<file path="src/rtl/i2s_receiver_if.sv">
// Sample-pair stream between the I2S receiver and its consumer.
// The receiver drives out_valid, the sample pair and the overflow pulse.
// The consumer drives out_ready.
interface i2s_receiver_if #(
  parameter int SAMPLE_WIDTH = 16
);
  logic                    out_valid;
  logic                    out_ready;
  logic [SAMPLE_WIDTH-1:0] sample_left;
  logic [SAMPLE_WIDTH-1:0] sample_right;
  logic                    overflow;

  modport master (
    output out_valid, sample_left, sample_right, overflow,
    input  out_ready
  );

  modport slave (
    input  out_valid, sample_left, sample_right, overflow,
    output out_ready
  );
endinterface

</file>
<file path="src/rtl/i2s_receiver.sv">
// I2S (Philips) receiver.
// Deserialises frame_clk/bit_clk/sdata from the codec ADC and delivers
// left/right pairs on a valid/ready stream in the clk domain.
// Optional feature: define I2S_RX_PEAK_EN to build the per-channel peak meters.
// Without the macro, o_peak_left and o_peak_right are tied to 0 and
// i_peak_clear is ignored.
module i2s_receiver #(
  parameter int SAMPLE_WIDTH = 16,
  parameter int CNT_WIDTH    = 6
) (
  input  logic                    clk,
  input  logic                    reset,
  input  logic                    i_enable,
  input  logic                    i_bit_clk,
  input  logic                    i_frame_clk,
  input  logic                    i_sdata,
  input  logic                    i_peak_clear,
  output logic [SAMPLE_WIDTH-1:0] o_peak_left,
  output logic [SAMPLE_WIDTH-1:0] o_peak_right,
  i2s_receiver_if.master          o_pair
);

  localparam logic [CNT_WIDTH-1:0] LP_W = CNT_WIDTH'(SAMPLE_WIDTH);

  typedef enum logic [1:0] {
    S_SYNC,
    S_LEFT,
    S_RIGHT
  } state_t;

  state_t                  r_state;
  state_t                  w_state_next;
  logic [1:0]              r_bclk_sync;
  logic [1:0]              r_ws_sync;
  logic [1:0]              r_sd_sync;
  logic                    r_bclk_prev;
  logic                    r_ws_prev;
  logic [SAMPLE_WIDTH-1:0] r_shift;
  logic [CNT_WIDTH-1:0]    r_cnt;
  logic [SAMPLE_WIDTH-1:0] r_left_hold;
  logic                    r_out_valid;
  logic [SAMPLE_WIDTH-1:0] r_sample_left;
  logic [SAMPLE_WIDTH-1:0] r_sample_right;
  logic                    r_overflow;

  logic                    w_bit_evt;
  logic                    w_ws;
  logic                    w_sd;
  logic                    w_boundary;
  logic                    w_room;
  logic [SAMPLE_WIDTH-1:0] w_shift_next;
  logic [CNT_WIDTH-1:0]    w_cnt_next;
  logic [SAMPLE_WIDTH-1:0] w_word;
  logic                    w_latch_left;
  logic                    w_publish;
  logic                    w_load;

  // The bit event uses the synchronised bit_clk level together with the
  // level it had one clk earlier, so only the rising edge fires.
  assign w_bit_evt  = r_bclk_sync[1] & ~r_bclk_prev;
  assign w_ws       = r_ws_sync[1];
  assign w_sd       = r_sd_sync[1];
  assign w_boundary = w_bit_evt & (w_ws != r_ws_prev);

  // The boundary bit is still the LSB of the ending word.
  // The completed word therefore comes from the post-shift value.
  // It is left-aligned so that short slots fill the top bits.
  assign w_room       = (r_cnt < LP_W);
  assign w_shift_next = w_room ? {r_shift[SAMPLE_WIDTH-2:0], w_sd} : r_shift;
  assign w_cnt_next   = w_room ? (r_cnt + CNT_WIDTH'(1)) : r_cnt;
  assign w_word       = w_shift_next << (LP_W - w_cnt_next);

  // Pin synchronisers, bit_clk edge history and word-select history.
  // NOTE: sequential state uses non-blocking assignments so that every flop
  // samples the pre-edge value of the others; blocking here would collapse
  // the 2-flop synchronisers into a single stage.
  always_ff @(posedge clk or posedge reset) begin
    if (reset) begin
      r_bclk_sync <= '0;
      r_ws_sync   <= '0;
      r_sd_sync   <= '0;
      r_bclk_prev <= 1'b0;
      r_ws_prev   <= 1'b0;
    end else begin
      r_bclk_sync <= {r_bclk_sync[0], i_bit_clk};
      r_ws_sync   <= {r_ws_sync[0], i_frame_clk};
      r_sd_sync   <= {r_sd_sync[0], i_sdata};
      r_bclk_prev <= r_bclk_sync[1];
      if (w_bit_evt) begin
        r_ws_prev <= w_ws;
      end
    end
  end

  // Slot shift register and bit counter. Both clear at every word boundary,
  // and the partial word is dropped while the receiver is disabled.
  always_ff @(posedge clk or posedge reset) begin
    if (reset) begin
      r_shift <= '0;
      r_cnt   <= '0;
    end else if (!i_enable) begin
      r_shift <= '0;
      r_cnt   <= '0;
    end else if (w_bit_evt) begin
      if (w_boundary) begin
        r_shift <= '0;
        r_cnt   <= '0;
      end else begin
        r_shift <= w_shift_next;
        r_cnt   <= w_cnt_next;
      end
    end
  end

  // Frame-alignment state register.
  always_ff @(posedge clk or posedge reset) begin
    if (reset) begin
      r_state <= S_SYNC;
    end else begin
      r_state <= w_state_next;
    end
  end

  // Next state and control strobes.
  // An unexpected boundary direction means alignment was lost, so the FSM
  // returns to S_SYNC.
  // NOTE: every output of this block is given a default first so that no path
  // leaves it unassigned; a missing default would infer a latch.
  always_comb begin
    w_state_next = r_state;
    w_latch_left = 1'b0;
    w_publish    = 1'b0;
    if (!i_enable) begin
      w_state_next = S_SYNC;
    end else if (w_boundary) begin
      case (r_state)
        S_SYNC: begin
          if (r_ws_prev) begin
            w_state_next = S_LEFT;
          end
        end
        S_LEFT: begin
          if (!r_ws_prev) begin
            w_latch_left = 1'b1;
            w_state_next = S_RIGHT;
          end else begin
            w_state_next = S_SYNC;
          end
        end
        S_RIGHT: begin
          if (r_ws_prev) begin
            w_publish    = 1'b1;
            w_state_next = S_LEFT;
          end else begin
            w_state_next = S_SYNC;
          end
        end
        default: w_state_next = S_SYNC;
      endcase
    end
  end

  // Holds the left word until its right partner arrives.
  always_ff @(posedge clk or posedge reset) begin
    if (reset) begin
      r_left_hold <= '0;
    end else if (w_latch_left) begin
      r_left_hold <= w_word;
    end
  end

  // A completed pair loads only into a free output slot, or into a slot that
  // is being accepted in the same cycle. Otherwise the pair is dropped.
  assign w_load = w_publish & (~r_out_valid | o_pair.out_ready);

  // Output pair register, valid flag and overflow pulse.
  always_ff @(posedge clk or posedge reset) begin
    if (reset) begin
      r_out_valid    <= 1'b0;
      r_sample_left  <= '0;
      r_sample_right <= '0;
      r_overflow     <= 1'b0;
    end else begin
      r_overflow <= 1'b0;
      if (w_load) begin
        r_out_valid    <= 1'b1;
        r_sample_left  <= r_left_hold;
        r_sample_right <= w_word;
      end else if (w_publish) begin
        r_overflow <= 1'b1;
      end else if (r_out_valid && o_pair.out_ready) begin
        r_out_valid <= 1'b0;
      end
    end
  end

  assign o_pair.out_valid    = r_out_valid;
  assign o_pair.sample_left  = r_sample_left;
  assign o_pair.sample_right = r_sample_right;
  assign o_pair.overflow     = r_overflow;

`ifdef I2S_RX_PEAK_EN
  logic [SAMPLE_WIDTH-1:0] r_peak_left;
  logic [SAMPLE_WIDTH-1:0] r_peak_right;
  logic [SAMPLE_WIDTH-1:0] w_abs_left;
  logic [SAMPLE_WIDTH-1:0] w_abs_right;

  // Magnitude of a two's-complement sample. The most negative code saturates
  // to the largest positive code so that the result stays in range.
  function automatic logic [SAMPLE_WIDTH-1:0] f_abs_sat(input logic [SAMPLE_WIDTH-1:0] s);
    if (!s[SAMPLE_WIDTH-1]) begin
      return s;
    end else if (s == {1'b1, {(SAMPLE_WIDTH-1){1'b0}}}) begin
      return {1'b0, {(SAMPLE_WIDTH-1){1'b1}}};
    end else begin
      return -s;
    end
  endfunction

  assign w_abs_left  = f_abs_sat(r_left_hold);
  assign w_abs_right = f_abs_sat(w_word);

  // Peak meters follow the pairs that actually load. A clear beats a
  // simultaneous update.
  always_ff @(posedge clk or posedge reset) begin
    if (reset) begin
      r_peak_left  <= '0;
      r_peak_right <= '0;
    end else if (i_peak_clear) begin
      r_peak_left  <= '0;
      r_peak_right <= '0;
    end else if (w_load) begin
      if (w_abs_left > r_peak_left) begin
        r_peak_left <= w_abs_left;
      end
      if (w_abs_right > r_peak_right) begin
        r_peak_right <= w_abs_right;
      end
    end
  end

  assign o_peak_left  = r_peak_left;
  assign o_peak_right = r_peak_right;
`else
  logic w_unused_peak_clear;

  assign w_unused_peak_clear = i_peak_clear;
  assign o_peak_left         = '0;
  assign o_peak_right        = '0;
`endif

endmodule
</file>
<file path="src/flat_wrapper.sv">
// flat-port wrapper written by rule: the top's interface ports become plain ports
module i2s_receiver_flat 
#(
  parameter int SAMPLE_WIDTH = 16,
  parameter int CNT_WIDTH    = 6
)
  (clk, reset, i_enable, i_bit_clk, i_frame_clk, i_sdata, i_peak_clear, o_peak_left, o_peak_right, o_pair_out_valid, o_pair_sample_left, o_pair_sample_right, o_pair_overflow, o_pair_out_ready);
  i2s_receiver_if #(.SAMPLE_WIDTH(SAMPLE_WIDTH)) o_pair_i ();
  input  logic clk;
  input  logic reset;
  input  logic i_enable;
  input  logic i_bit_clk;
  input  logic i_frame_clk;
  input  logic i_sdata;
  input  logic i_peak_clear;
  output logic [SAMPLE_WIDTH-1:0] o_peak_left;
  output logic [SAMPLE_WIDTH-1:0] o_peak_right;
  output wire logic [$bits(o_pair_i.out_valid)-1:0] o_pair_out_valid;
  output wire logic [$bits(o_pair_i.sample_left)-1:0] o_pair_sample_left;
  output wire logic [$bits(o_pair_i.sample_right)-1:0] o_pair_sample_right;
  output wire logic [$bits(o_pair_i.overflow)-1:0] o_pair_overflow;
  input wire logic [$bits(o_pair_i.out_ready)-1:0] o_pair_out_ready;
  assign o_pair_out_valid = o_pair_i.out_valid;
  assign o_pair_sample_left = o_pair_i.sample_left;
  assign o_pair_sample_right = o_pair_i.sample_right;
  assign o_pair_overflow = o_pair_i.overflow;
  assign o_pair_i.out_ready = o_pair_out_ready;
  i2s_receiver #(.SAMPLE_WIDTH(SAMPLE_WIDTH), .CNT_WIDTH(CNT_WIDTH)) u_core (.clk(clk), .reset(reset), .i_enable(i_enable), .i_bit_clk(i_bit_clk), .i_frame_clk(i_frame_clk), .i_sdata(i_sdata), .i_peak_clear(i_peak_clear), .o_peak_left(o_peak_left), .o_peak_right(o_peak_right), .o_pair(o_pair_i));
endmodule
</file>
<file path="config.mk">
export PLATFORM = sky130hd
export DESIGN_NAME = i2s_receiver_flat
export DESIGN_NICKNAME = d
export VERILOG_FILES = /design/src/rtl/i2s_receiver_if.sv /design/src/rtl/i2s_receiver.sv /design/src/flat_wrapper.sv
export SDC_FILE = /design/constraint.sdc
export NUM_CORES = 1
export LEC_CHECK = 0
export BUFFER_PORTS_ARGS = -buffer_cell sky130_fd_sc_hd__buf_2
export CORE_ASPECT_RATIO = 1.5
export CORE_MARGIN = 1
export CORE_UTILIZATION = 55
export CTS_CLUSTER_SIZE = 12
export DETAILED_ROUTE_END_ITERATION = 7
export PLACE_DENSITY = 0.78
export SLEW_MARGIN = 20
export SYNTH_ARGS = -nofsm -noshare
export SYNTH_HDL_FRONTEND = slang
export SYNTH_SLANG_ARGS = --single-unit
export TNS_END_PERCENT = 1
</file>
<file path="constraint.sdc">
create_clock -name clk -period 4.1 [get_ports clk]
set_clock_uncertainty 0.05 [all_clocks]
set_input_delay 0.41 -clock clk [delete_from_list [all_inputs] [get_ports clk]]
set_output_delay 0.41 -clock clk [all_outputs]
set_load 0.005 [all_outputs]
</file>
* After elaboration in Yosys (flattened, before gate mapping) *
Index checks and enable logic that the tools add are counted.

cells by class
  mux-type cells = 27
  reduce and logical (&&, ||, !) cells = 5
  equal/unequal tests = 7
  shifts and indexed selects = 1
  bitwise gates (word level) = 6
  add/subtract/negate cells = 2
  magnitude comparators = 1

operator list
  operator                                                count
  2-to-1 mux 16 bit                                       4
  2-to-1 mux 6 bit                                        4
  left shift 16 x 6 -> 16 bit                             1
  2-to-1 mux 1 bit                                        14
  2-to-1 mux 2 bit                                        4
  adder 6 x 1 -> 6 bit (second input constant)            1
  < comparator 6 x 5 -> 1 bit (second input constant)     1
  one-hot mux 2 bit (3 select lines)                      1
  subtractor 5 x 6 -> 6 bit (first input constant)        1
  inequality test 2 x 1 -> 1 bit (second input constant)  2
  AND reduction 2 bit                                     2
  AND 1 bit                                               3
  inequality test 3 x 2 -> 1 bit (second input constant)  1
  equality test 2 x 1 -> 1 bit (second input constant)    1
  equality test 2 bit (second input constant)             1
  zero test 2 bit                                         1
  inequality test 2 bit (second input constant)           1
  NOT 1 bit                                               2
  nonzero test 2 bit                                      1
  logical AND 1 bit                                       1
  inequality test 1 bit                                   1
  OR 1 bit                                                1

word-level totals
  output and inout port bits = 66
  register bits after elaboration = 82
  word-level logic and storage cells = 62
  input port bits = 8

* Depth between registers and ports, before layout *
Gate-level depths: netlist (run 1).

  depth in word-level cells = 8
  gate-level depth with buffers = 11
  mapped depth without buffers = 9

* Worst setup path before layout (run 1) *
Ideal clock, no wire load.

  path type = register to register
  from = register u_core.r_cnt[0]
  to = register u_core.r_left_hold[14]
  library setup time = 0.088 ns
  buffers on the path = 3
  setup slack = 1.087 ns
  clock period less this slack = 3.013 ns
  required time = 3.962 ns
  arrival = 2.875 ns
  stages on the path, launching flop included = 12
  cell sequence = dfrtp_1 clkbuf_1 clkbuf_1 xnor2_1 ha_1 xnor2_1 xnor2_2 buf_6 mux4_2 nor3_2 nand4_1 o211ai_1

on the way
  longest elaborated chain between the ends = 4
  elaborated cells on any way between the ends = 6
  those cells by class = 2 x add/sub; 1 x order compare; 1 x shift; 2 x mux

RTL lines
  item                                                                        line                                    source
  start: declaration                                                          i2s_receiver.sv:39                      logic [CNT_WIDTH-1:0] r_cnt;
  start signal: assignment                                                    i2s_receiver.sv:110                     r_cnt <= w_cnt_next;
  adder 6 x 1 -> 6 bit / < comparator 6 x 5 -> 1 bit (equally long branches)  i2s_receiver.sv:70, i2s_receiver.sv:68
  2-to-1 mux 6 bit                                                            i2s_receiver.sv:70                      assign w_cnt_next = w_room ? (r_cnt + CNT_WIDTH'(1)) : r_cnt;
  subtractor 5 x 6 -> 6 bit                                                   i2s_receiver.sv:71                      assign w_word = w_shift_next << (LP_W - w_cnt_next);
  left shift 16 x 6 -> 16 bit *                                               i2s_receiver.sv:71
  end signal: assignment                                                      i2s_receiver.sv:168                     r_left_hold <= w_word;
  end: declaration                                                            i2s_receiver.sv:40                      logic [SAMPLE_WIDTH-1:0] r_left_hold;

Mark *: on every way between the ends. The rest lies on a longest branch, timed or not.
A chain may end at the register's enable or synchronous reset.

* Final worst setup path (run 1) *
  from = register u_core.r_cnt[5]
  to = register u_core.r_sample_right[15] (netlist: u_core.o_pair.sample_right[15])

on the way
  longest elaborated chain between the ends = 4
  elaborated cells on any way between the ends = 6
  those cells by class = 2 x add/sub; 1 x order compare; 1 x shift; 2 x mux

RTL lines
  item                                                                        line                                    source
  adder 6 x 1 -> 6 bit / < comparator 6 x 5 -> 1 bit (equally long branches)  i2s_receiver.sv:70, i2s_receiver.sv:68
  2-to-1 mux 6 bit                                                            i2s_receiver.sv:70
  subtractor 5 x 6 -> 6 bit                                                   i2s_receiver.sv:71
  left shift 16 x 6 -> 16 bit *                                               i2s_receiver.sv:71
  end signal: assignment                                                      i2s_receiver.sv:188                     r_sample_right <= w_word;
  end: declaration                                                            i2s_receiver.sv:43                      logic [SAMPLE_WIDTH-1:0] r_sample_right;

Marked as above.

==> out/results.md, run 1 <==
| Group | Quantity | This run |
| --- | --- | --- |
| sta | Final number of max-transition violations | 0 |
| critical path | Largest fanout on the critical path | 9 |
| critical path | Worst Setup End Kind | flop |
| sta | Max frequency | 305 MHz |
| routing | Total detailed-routing wirelength | 9670 um |
| placed design | Worst setup slack after placement | 0.851 ns |
| critical path | Startpoint type of the worst setup path | flop |
| global routing | Initial antenna violation count | 0 |
| logic synthesis | Mean post-synth cell area | 9.62 sq um |
| logic synthesis | Most numerous cell in the Yosys netlist | sky130_fd_sc_hd__nand2_1 |
| critical path | Flop-to-flop setup slack | 0.82 ns |
| logic synthesis | Share of synthesized flip-flops with an asynchronous set or reset | 1.00 |
| routing | Detail-routed via count per cell | 5.83 |
| sta | Fin Setup TNS | 0 ns |
| routing | DRT Pass-1 Iters | 5 |
| cells and area | Fraction of final layout cells sized beyond drive strength 1 | 0.189 |
| sta | Transition time of the tightest slew-check pin | 1.05 ns |
| routing | Post-route ant nets | 0 |
| logic synthesis | Proportion of synthesized area in mux cells | 0.0557 |
| clock tree | Maximum clock insertion buffer count | 2 |
| global routing | GRT Overall Usage | 0.234 |
| hold path | Path class of the lowest-slack min-delay path | in2async |
| logic synthesis | Area share of the largest cell type after synthesis | 0.439 |
| clock tree | Buffers inserted during post-CTS setup optimization | 0 |
| global routing | Vias in the first global route | 3421 |
| clock tree | H-tree depth reported by CTS | 3 |
| logic synthesis | Share of the synthesized netlist area taken by xor and xnor gates | 0.0187 |
| placed design | Dpl cells | 607 |
| clock tree | Insertion delay to the later sink of the worst-skew pair | 0.34 ns |
| placed design | Buffers added on ports | 40 |
| logic synthesis | Number of storage elements in the synthesis netlist | 82 |
| cells and area | Antenna Cells | 0 |
| power | Pleak | 2.38 nW |
| sta | RSZ-0062 raised after global routing | false |
| power | Largest voltage drop on the vdd net | 0.216 mV |
| logic synthesis | Fraction of the yosys area taken by sequential cells | 0.439 |
| logic synthesis | Post-Synthesis Cells | 486 |
| critical path | Data arrival at the endpoint of the critical path | 3.51 ns |
| cells and area | Synthesis-to-finish area growth | 8.78% |
| logic synthesis | Area share of fa/ha/maj cells after synthesis | 0.00535 |
| logic synthesis | Number of warning messages in the yosys log | 0 |
| floorplan | Die ar. | 8880 sq um |
| logic synthesis | Number of distinct library cells after synthesis | 72 |
| cells and area | Final instance area | 5080 sq um |
| clock tree | Clock input transition at the sequential cells of the worst setup and hold paths | 0.06 ns |
| logic synthesis | Simple-gate portion of the synthesized area | 0.220 |
| power | Power per cell area | 347 nW/um^2 |
| clock tree | CTS Hold Buffers Added | 0 |
| global routing | Maximum number of pins on one net before global-route repair | 48 |
| sta | Shortest clock period the worst path allows after layout | 3.28 ns |
| sta | Tightest hold margin | 0.0576 ns |
| sta | Final worst-path cycle share | 0.800 |
| global routing | GRT overflow | 0 |
| cells and area | Share of the core filled with cells | 0.627 |
| power | Tot Pwr | 1.77 mW |
| placed design | Weighted congestion at the end of routability-driven global placement | 0.908 |
| routing | DRC | 0 |
| routing | Per-cell routed wire length | 15.5 um |
| floorplan | Chip Height | 115 um |
| floorplan | Row Count | 40 |
| logic synthesis | Leading register cell type out of synthesis | sky130_fd_sc_hd__dfrtp_1 |
| cells and area | Fin cells | 623 |
| global routing | Wire length of the first global-routing pass | 16200 um |
| cells and area | Filler cell count in the final layout | 686 |
| floorplan | CORE AREA | 8110 sq um |
| critical path | Data required time of the worst path | 4.33 ns |
| routing | First DRT Iteration DRCs | 209 |
| floorplan | Chip Width | 77.3 um |
| clock tree | Clock sink count | 82 |
| clock tree | Clock tree from TritonCTS | built |
| placed design | Cell area after placement | 4790 sq um |
| run status | Status | complete, no violations |
| logic synthesis | Ranking of synthesized cells by instance count | 95 x sky130_fd_sc_hd__nand2_1, 82 x sky130_fd_sc_hd__dfrtp_1, 33 x sky130_fd_sc_hd__buf_4, 22 x sky130_fd_sc_hd__o21ai_1, 19 x sky130_fd_sc_hd__o21ai_0 |
| logic synthesis | Largest family of logic cells by synthesized area | simple AND/OR/NAND/NOR gates |
| logic synthesis | Post-synthesis cell area | 4670 sq um |
| clock tree | TritonCTS Buffers | 9 |
| critical path | Crit path kind | reg2reg |
| cells and area | Final Net Count | 523 |
| cells and area | Area taken by flip-flops and latches | 2050 sq um |
| sta | Final setup slack of the worst path | 0.820 ns |
| logic synthesis | Post-synth EDFFs | 0 |
| logic synthesis | Ranking of synthesized cells by area | sky130_fd_sc_hd__dfrtp_1 44%, sky130_fd_sc_hd__nand2_1 7.6%, sky130_fd_sc_hd__buf_4 5.3% |
| floorplan | I/O Pins | 74 |
| clock tree | Clock root cell | sky130_fd_sc_hd__clkbuf_16 |
| sta | Slew margin rel. | 0.297 |
| logic synthesis | Synth Area in Compound Gates | 0.173 |
| logic synthesis | Cell type contributing the most total cell area after synthesis | sky130_fd_sc_hd__dfrtp_1 |
| sta | Final setup violation count | 0 |
| clock tree | Post-CTS sizing | 0 |
| placed design | Detailed placer's ending HPWL | 6890 um |
| floorplan | Starting utilization of the core area | 0.577 |
| job | Max Cap Violations | 0 |
| cells and area | Multi-input gate area in the final layout | 2340 sq um |
| routing | Total number of vias | 3629 |
| sta | Number of hold violations in the final report | 0 |
[path summary, 6_finish.rpt]
kind                                                  from                                    endpoint  depth (start not counted)
setup / recovery               u_core.r_cnt[5]$_DFFE_PP0P_  u_core.o_pair.sample_right[15]$_DFFE_PP0P_                          9
min in group clk                                   i_sdata               u_core.r_sd_sync[0]$_DFF_PP0_                          1
setup reg to reg               u_core.r_cnt[5]$_DFFE_PP0P_  u_core.o_pair.sample_right[15]$_DFFE_PP0P_                          9
hold reg to reg            u_core.r_bclk_sync[0]$_DFF_PP0_             u_core.r_bclk_sync[1]$_DFF_PP0_                          0
max in group asynchronous                            reset  u_core.o_pair.sample_right[13]$_DFFE_PP0P_                          3
hold / removal                                       reset         u_core.o_pair.out_valid$_DFFE_PP0P_                          2
[layout by cell type (no fill, tap or decap), drive strengths merged, types with 8 or more instances in the layout]
cell type  instances
nor2b             17
clkbuf            12
o21ai             41
a22o              16
nand3             19
nor4b              8
conb              32
dfrtp             82
mux2i             17
nor2              12
buf               46
nand2             95
[layer usage]
layer  GRT usage  wire length [um]  vias to the layer above
met5           0                 0                        -
met4       0.113               242                        0
met3      0.0452               347                       22
met2       0.425              5300                       96
met1       0.262              3790                     1775
li1            -                 -                     1736
[state kept, by name, summed over array words and instances, names as in the netlist]
name                        flops
u_core.r_cnt                    6
u_core.r_left_hold             16
u_core.o_pair.overflow          1
u_core.r_bclk_sync              2
u_core.o_pair.sample_right     16
u_core.r_state                  2
u_core.r_ws_sync                2
u_core.r_sd_sync                2
u_core.o_pair.sample_left      16
u_core.r_bclk_prev              1
u_core.o_pair.out_valid         1
u_core.r_shift                 16
u_core.r_ws_prev                1
[final cells by class]
cell class / count / share of cell area
clock buffer: 12 / 0.0465
clock inverter: 4 / 0.0103
inverter: 8 / 0.00615
multi-input combinational: 366 / 0.459
sequential: 82 / 0.404
tap: 105 / 0.0258
timing repair buffer: 46 / 0.0482
[worst max-delay path, cell delays in order, from the launching register on]
cell and delay, ns:
sky130_fd_sc_hd__dfrtp_1 0.38, sky130_fd_sc_hd__nor2_1 0.44, sky130_fd_sc_hd__mux2i_1 0.32, sky130_fd_sc_hd__ha_1 0.27, sky130_fd_sc_hd__xnor2_1 0.15, sky130_fd_sc_hd__xnor2_2 0.48
sky130_fd_sc_hd__mux2i_1 0.20, sky130_fd_sc_hd__mux2_2 0.35, sky130_fd_sc_hd__or4b_1 0.47, sky130_fd_sc_hd__nand3_1 0.10
[cells by family (layout without fill, tap and decap cells)]
logic type	count (synthesis)	count (layout)
mux	24	24
simple gates	193	193
compound gates	108	108
flops	82	82
fa+ha+maj	2	2
other cells	1	32
buf+inv	69	70
xor+xnor	7	7
[report_power, final]
group / total (mW) / switching (mW) / internal [mW]
clock network: 0.789 / 0.316 / 0.473
logic: 0.149 / 0.0991 / 0.0495
registers: 0.829 / 0.00897 / 0.820
Power figures use the tool's default switching activity.
==> run 2: changes to the inputs <==
==> constraint.sdc (replaced) <==
create_clock -name clk -period 3.35 [get_ports clk]
set_clock_uncertainty 0.05 [all_clocks]
set_input_delay 0.335 -clock clk [delete_from_list [all_inputs] [get_ports clk]]
set_output_delay 0.335 -clock clk [all_outputs]
set_load 0.005 [all_outputs]
==> run 2 against run 1 <==
Effect of this change: clock power rose by 18%; final cell count rose by 1.3%; fmax rose by 5.7%; count of clock-buffer cells in the layout is 1 higher; power is 21% higher; final area up 1.2%; critical path depth is 1 higher; critical path type unchanged; critical endpoint unchanged; highest routed layer unchanged.
==> out/results.md, run 2 (same netlist as run 1, synthesis figures left out) <==
| Group | Quantity | This run | vs previous |
| --- | --- | --- | --- |
| run status | Status | complete, no violations |  |
| critical path | Worst Setup End Kind | flop |  |
| power | Tot Pwr | 2.14 mW | +21% |
| placed design | Worst setup slack after placement | 0.0991 ns | -0.752 ns |
| clock tree | Clock input transition at the sequential cells of the worst setup and hold paths | 0.06 ns | about the same |
| routing | DRC | 0 | unchanged |
| routing | Detail-routed via count per cell | 5.78 | -0.75% |
| sta | Max frequency | 322 MHz | +5.7% |
| floorplan | CORE AREA | 8110 sq um | unchanged |
| routing | Total detailed-routing wirelength | 10000 um | +3.8% |
| floorplan | Die ar. | 8880 sq um | unchanged |
| cells and area | Final Net Count | 531 | +1.5% |
| sta | Final setup slack of the worst path | 0.248 ns | -0.573 ns |
| sta | Final worst-path cycle share | 0.926 | +0.126 |
| cells and area | Final instance area | 5140 sq um | +1.2% |
| sta | Slew margin rel. | 0.294 | -0.00338 |
| critical path | Crit path kind | reg2reg |  |
| floorplan | Chip Width | 77.3 um | unchanged |
| routing | Post-route ant nets | 0 | unchanged |
| critical path | Register-to-Register Path Depth | 10 | +1 |
| critical path | Standard cell with the maximum stage delay on the critical path | sky130_fd_sc_hd__or4b_1 |  |
| floorplan | Row Count | 40 | unchanged |
| global routing | Vias in the first global route | 3561 | +4.1% |
| power | Power per cell area | 415 nW/um^2 | +20% |
| global routing | Wire length of the first global-routing pass | 16600 um | +2.3% |
| sta | RSZ-0062 raised after global routing | false |  |
| clock tree | Clock sink count | 82 | unchanged |
| clock tree | TritonCTS Buffers | 9 | unchanged |
| critical path | First element of the critical path | u_core.r_cnt[5]$_DFFE_PP0P_ |  |
| critical path | Startpoint type of the worst setup path | flop |  |
| cells and area | Fraction of final layout cells sized beyond drive strength 1 | 0.198 | +0.00853 |
| floorplan | Starting utilization of the core area | 0.577 | unchanged |
| clock tree | Maximum clock insertion buffer count | 2 | unchanged |
| global routing | GRT overflow | 0 | unchanged |
| critical path | Reg2reg start | u_core.r_cnt[5]$_DFFE_PP0P_ |  |
| sta | Transition time of the tightest slew-check pin | 1.06 ns | +0.0121 ns |
| global routing | Maximum number of pins on one net before global-route repair | 44 | -8.3% |
| global routing | Initial antenna violation count | 0 | unchanged |
| sta | Shortest clock period the worst path allows after layout | 3.10 ns | -0.177 ns |
| clock tree | Insertion delay to the later sink of the worst-skew pair | 0.34 ns | about the same |
| floorplan | I/O Pins | 74 | unchanged |
| sta | Number of hold violations in the final report | 0 | unchanged |
| cells and area | Leading cell type in the layout, fill and taps excluded | sky130_fd_sc_hd__nand2_1 |  |
| clock tree | Buffers inserted during post-CTS setup optimization | 0 | unchanged |
| placed design | Cell area after placement | 4840 sq um | +1.1% |
| global routing | Peak-usage layer in the global routing report | met2 |  |
| critical path | Highest cell delay on the worst timing path | 0.48 ns | about the same |
| global routing | Routing usage on met2 | 0.444 | +0.0189 |
| routing | Total number of vias | 3648 | +0.52% |
| critical path | Data arrival at the endpoint of the critical path | 3.33 ns | -0.18 ns |
| sta | Final setup violation count | 0 | unchanged |
| sta | Final number of max-transition violations | 0 | unchanged |
| critical path | Capture point of the critical path | u_core.o_pair.sample_right[15]$_DFFE_PP0P_ |  |
| hold path | Path class of the lowest-slack min-delay path | in2reg |  |
| sta | Fin Setup TNS | 0 ns | unchanged |
| clock tree | Clock tree from TritonCTS | built |  |
| floorplan | Chip Height | 115 um | unchanged |
| critical path | Cell-by-cell listing of the critical path | nor2_1 > buf_4 > xnor2_1 > ha_1 > xnor2_1 > xnor2_4 > mux2i_1 > mux2_2 > or4b_1 > nand3_1 |  |
| clock tree | Clock root cell | sky130_fd_sc_hd__clkbuf_16 |  |
| global routing | GRT Overall Usage | 0.241 | +0.00667 |
| power | Largest voltage drop on the vdd net | 0.269 mV | +25% |
| routing | First DRT Iteration DRCs | 155 | -26% |
| clock tree | H-tree depth reported by CTS | 3 | unchanged |
| critical path | Largest fanout on the critical path | 13 | +4 |
| placed design | Weighted congestion at the end of routability-driven global placement | 0.911 | +0.39% |
| global routing | Global Route met1 Usage | 0.253 | -0.00913 |
| cells and area | Synthesis-to-finish area growth | 10.1% |  |
| routing | DRT Pass-1 Iters | 7 | +2 |
| cells and area | Antenna Cells | 0 | unchanged |
| global routing | Met3 global-route usage | 0.0460 | +0.000794 |
| critical path | Most used cell, CP | sky130_fd_sc_hd__xnor2_1 |  |
| cells and area | Commonest non-fill, non-tap cells in the layout | 95 x sky130_fd_sc_hd__nand2_1, 82 x sky130_fd_sc_hd__dfrtp_1, 40 x sky130_fd_sc_hd__buf_2 |  |
| critical path | Worst r2r dst | u_core.o_pair.sample_right[15]$_DFFE_PP0P_ |  |
| placed design | Buffers added on ports | 40 | unchanged |
| job | Max Cap Violations | 0 | unchanged |
| critical path | Data required time of the worst path | 3.58 ns | -0.75 ns |
| placed design | Detailed placer's ending HPWL | 7280 um | +5.7% |
| power | Pleak | 2.42 nW | +1.6% |
| critical path | Flop-to-flop setup slack | 0.25 ns | -0.57 ns |
| routing | Per-cell routed wire length | 15.9 um | +2.5% |
## run 2: worst min path at each step
| stage | startpoint | endpoint | slack, ns | depth (start not counted) |
|---|---|---|---|---|
| floorplan | u_core.r_bclk_sync[0]$_DFF_PP0_ | u_core.r_bclk_sync[1]$_DFF_PP0_ | 0.28 | 0 |
| global placement | reset | u_core.o_pair.sample_left[9]$_DFFE_PP0P_ | 0.23 | 2 |
| detailed placement | reset | u_core.o_pair.sample_left[9]$_DFFE_PP0P_ | 0.23 | 2 |
| CTS | i_sdata | u_core.r_sd_sync[0]$_DFF_PP0_ | 0.04 | 1 |
| global route | i_sdata | u_core.r_sd_sync[0]$_DFF_PP0_ | 0.04 | 1 |
| finish | i_sdata | u_core.r_sd_sync[0]$_DFF_PP0_ | 0.04 | 1 |
## run 2: layout make-up
type                       instances  area, sq um
tap                              105          131
sequential                        82         2050
fill                             665         2960
inverter                           8         31.3
multi-input combinational        366         2340
clock buffer                      13          260
timing repair buffer              54          308
clock inverter                     3         22.5
## run 2: worst max-delay path: cells and delay by family (launching register included)
| family | cells | cell delay [ns] |
|---|---|---|
| XOR/XNOR | 3 | 0.78 |
| adder cells (fa/ha/maj) | 1 | 0.26 |
| buffers and inverters | 1 | 0.20 |
| flip-flops | 1 | 0.37 |
| multiplexers | 2 | 0.54 |
| AND/OR/NAND/NOR | 3 | 0.83 |
## run 2: timing repair
item                                    in CTS  in global routing
resized for setup                            0                  1
hold endpoints to repair                    15                  0
endpoints found under the setup margin       0                  2
hold buffers                                 1                  0
## run 2: per-stage QoR
step | cells | util | hold WS [ns]
6_report | 631 | 0.635 | 0.0431
5_1_grt | 631 | 0.635 | 0.0429
4_1_cts | 631 | 0.633 | 0.0395
3_5_place_dp | 614 | 0.597 | 0.232
3_3_place_gp | 614 | 0.597 | 0.229
2_1_floorplan | 517 | - | 0.281
## run 2: routing by layer
metal	wire length (um)	share of wire
met4	370	0.037
met5	0	0
met2	5510	0.55
met3	300	0.030
met1	3870	0.38
## run 2: power by group
| part | switching (mW) | internal, mW |
|---|---|---|
| Clock | 0.386 | 0.545 |
| Combinational | 0.124 | 0.0672 |
| Sequential | 0.0107 | 1.00 |
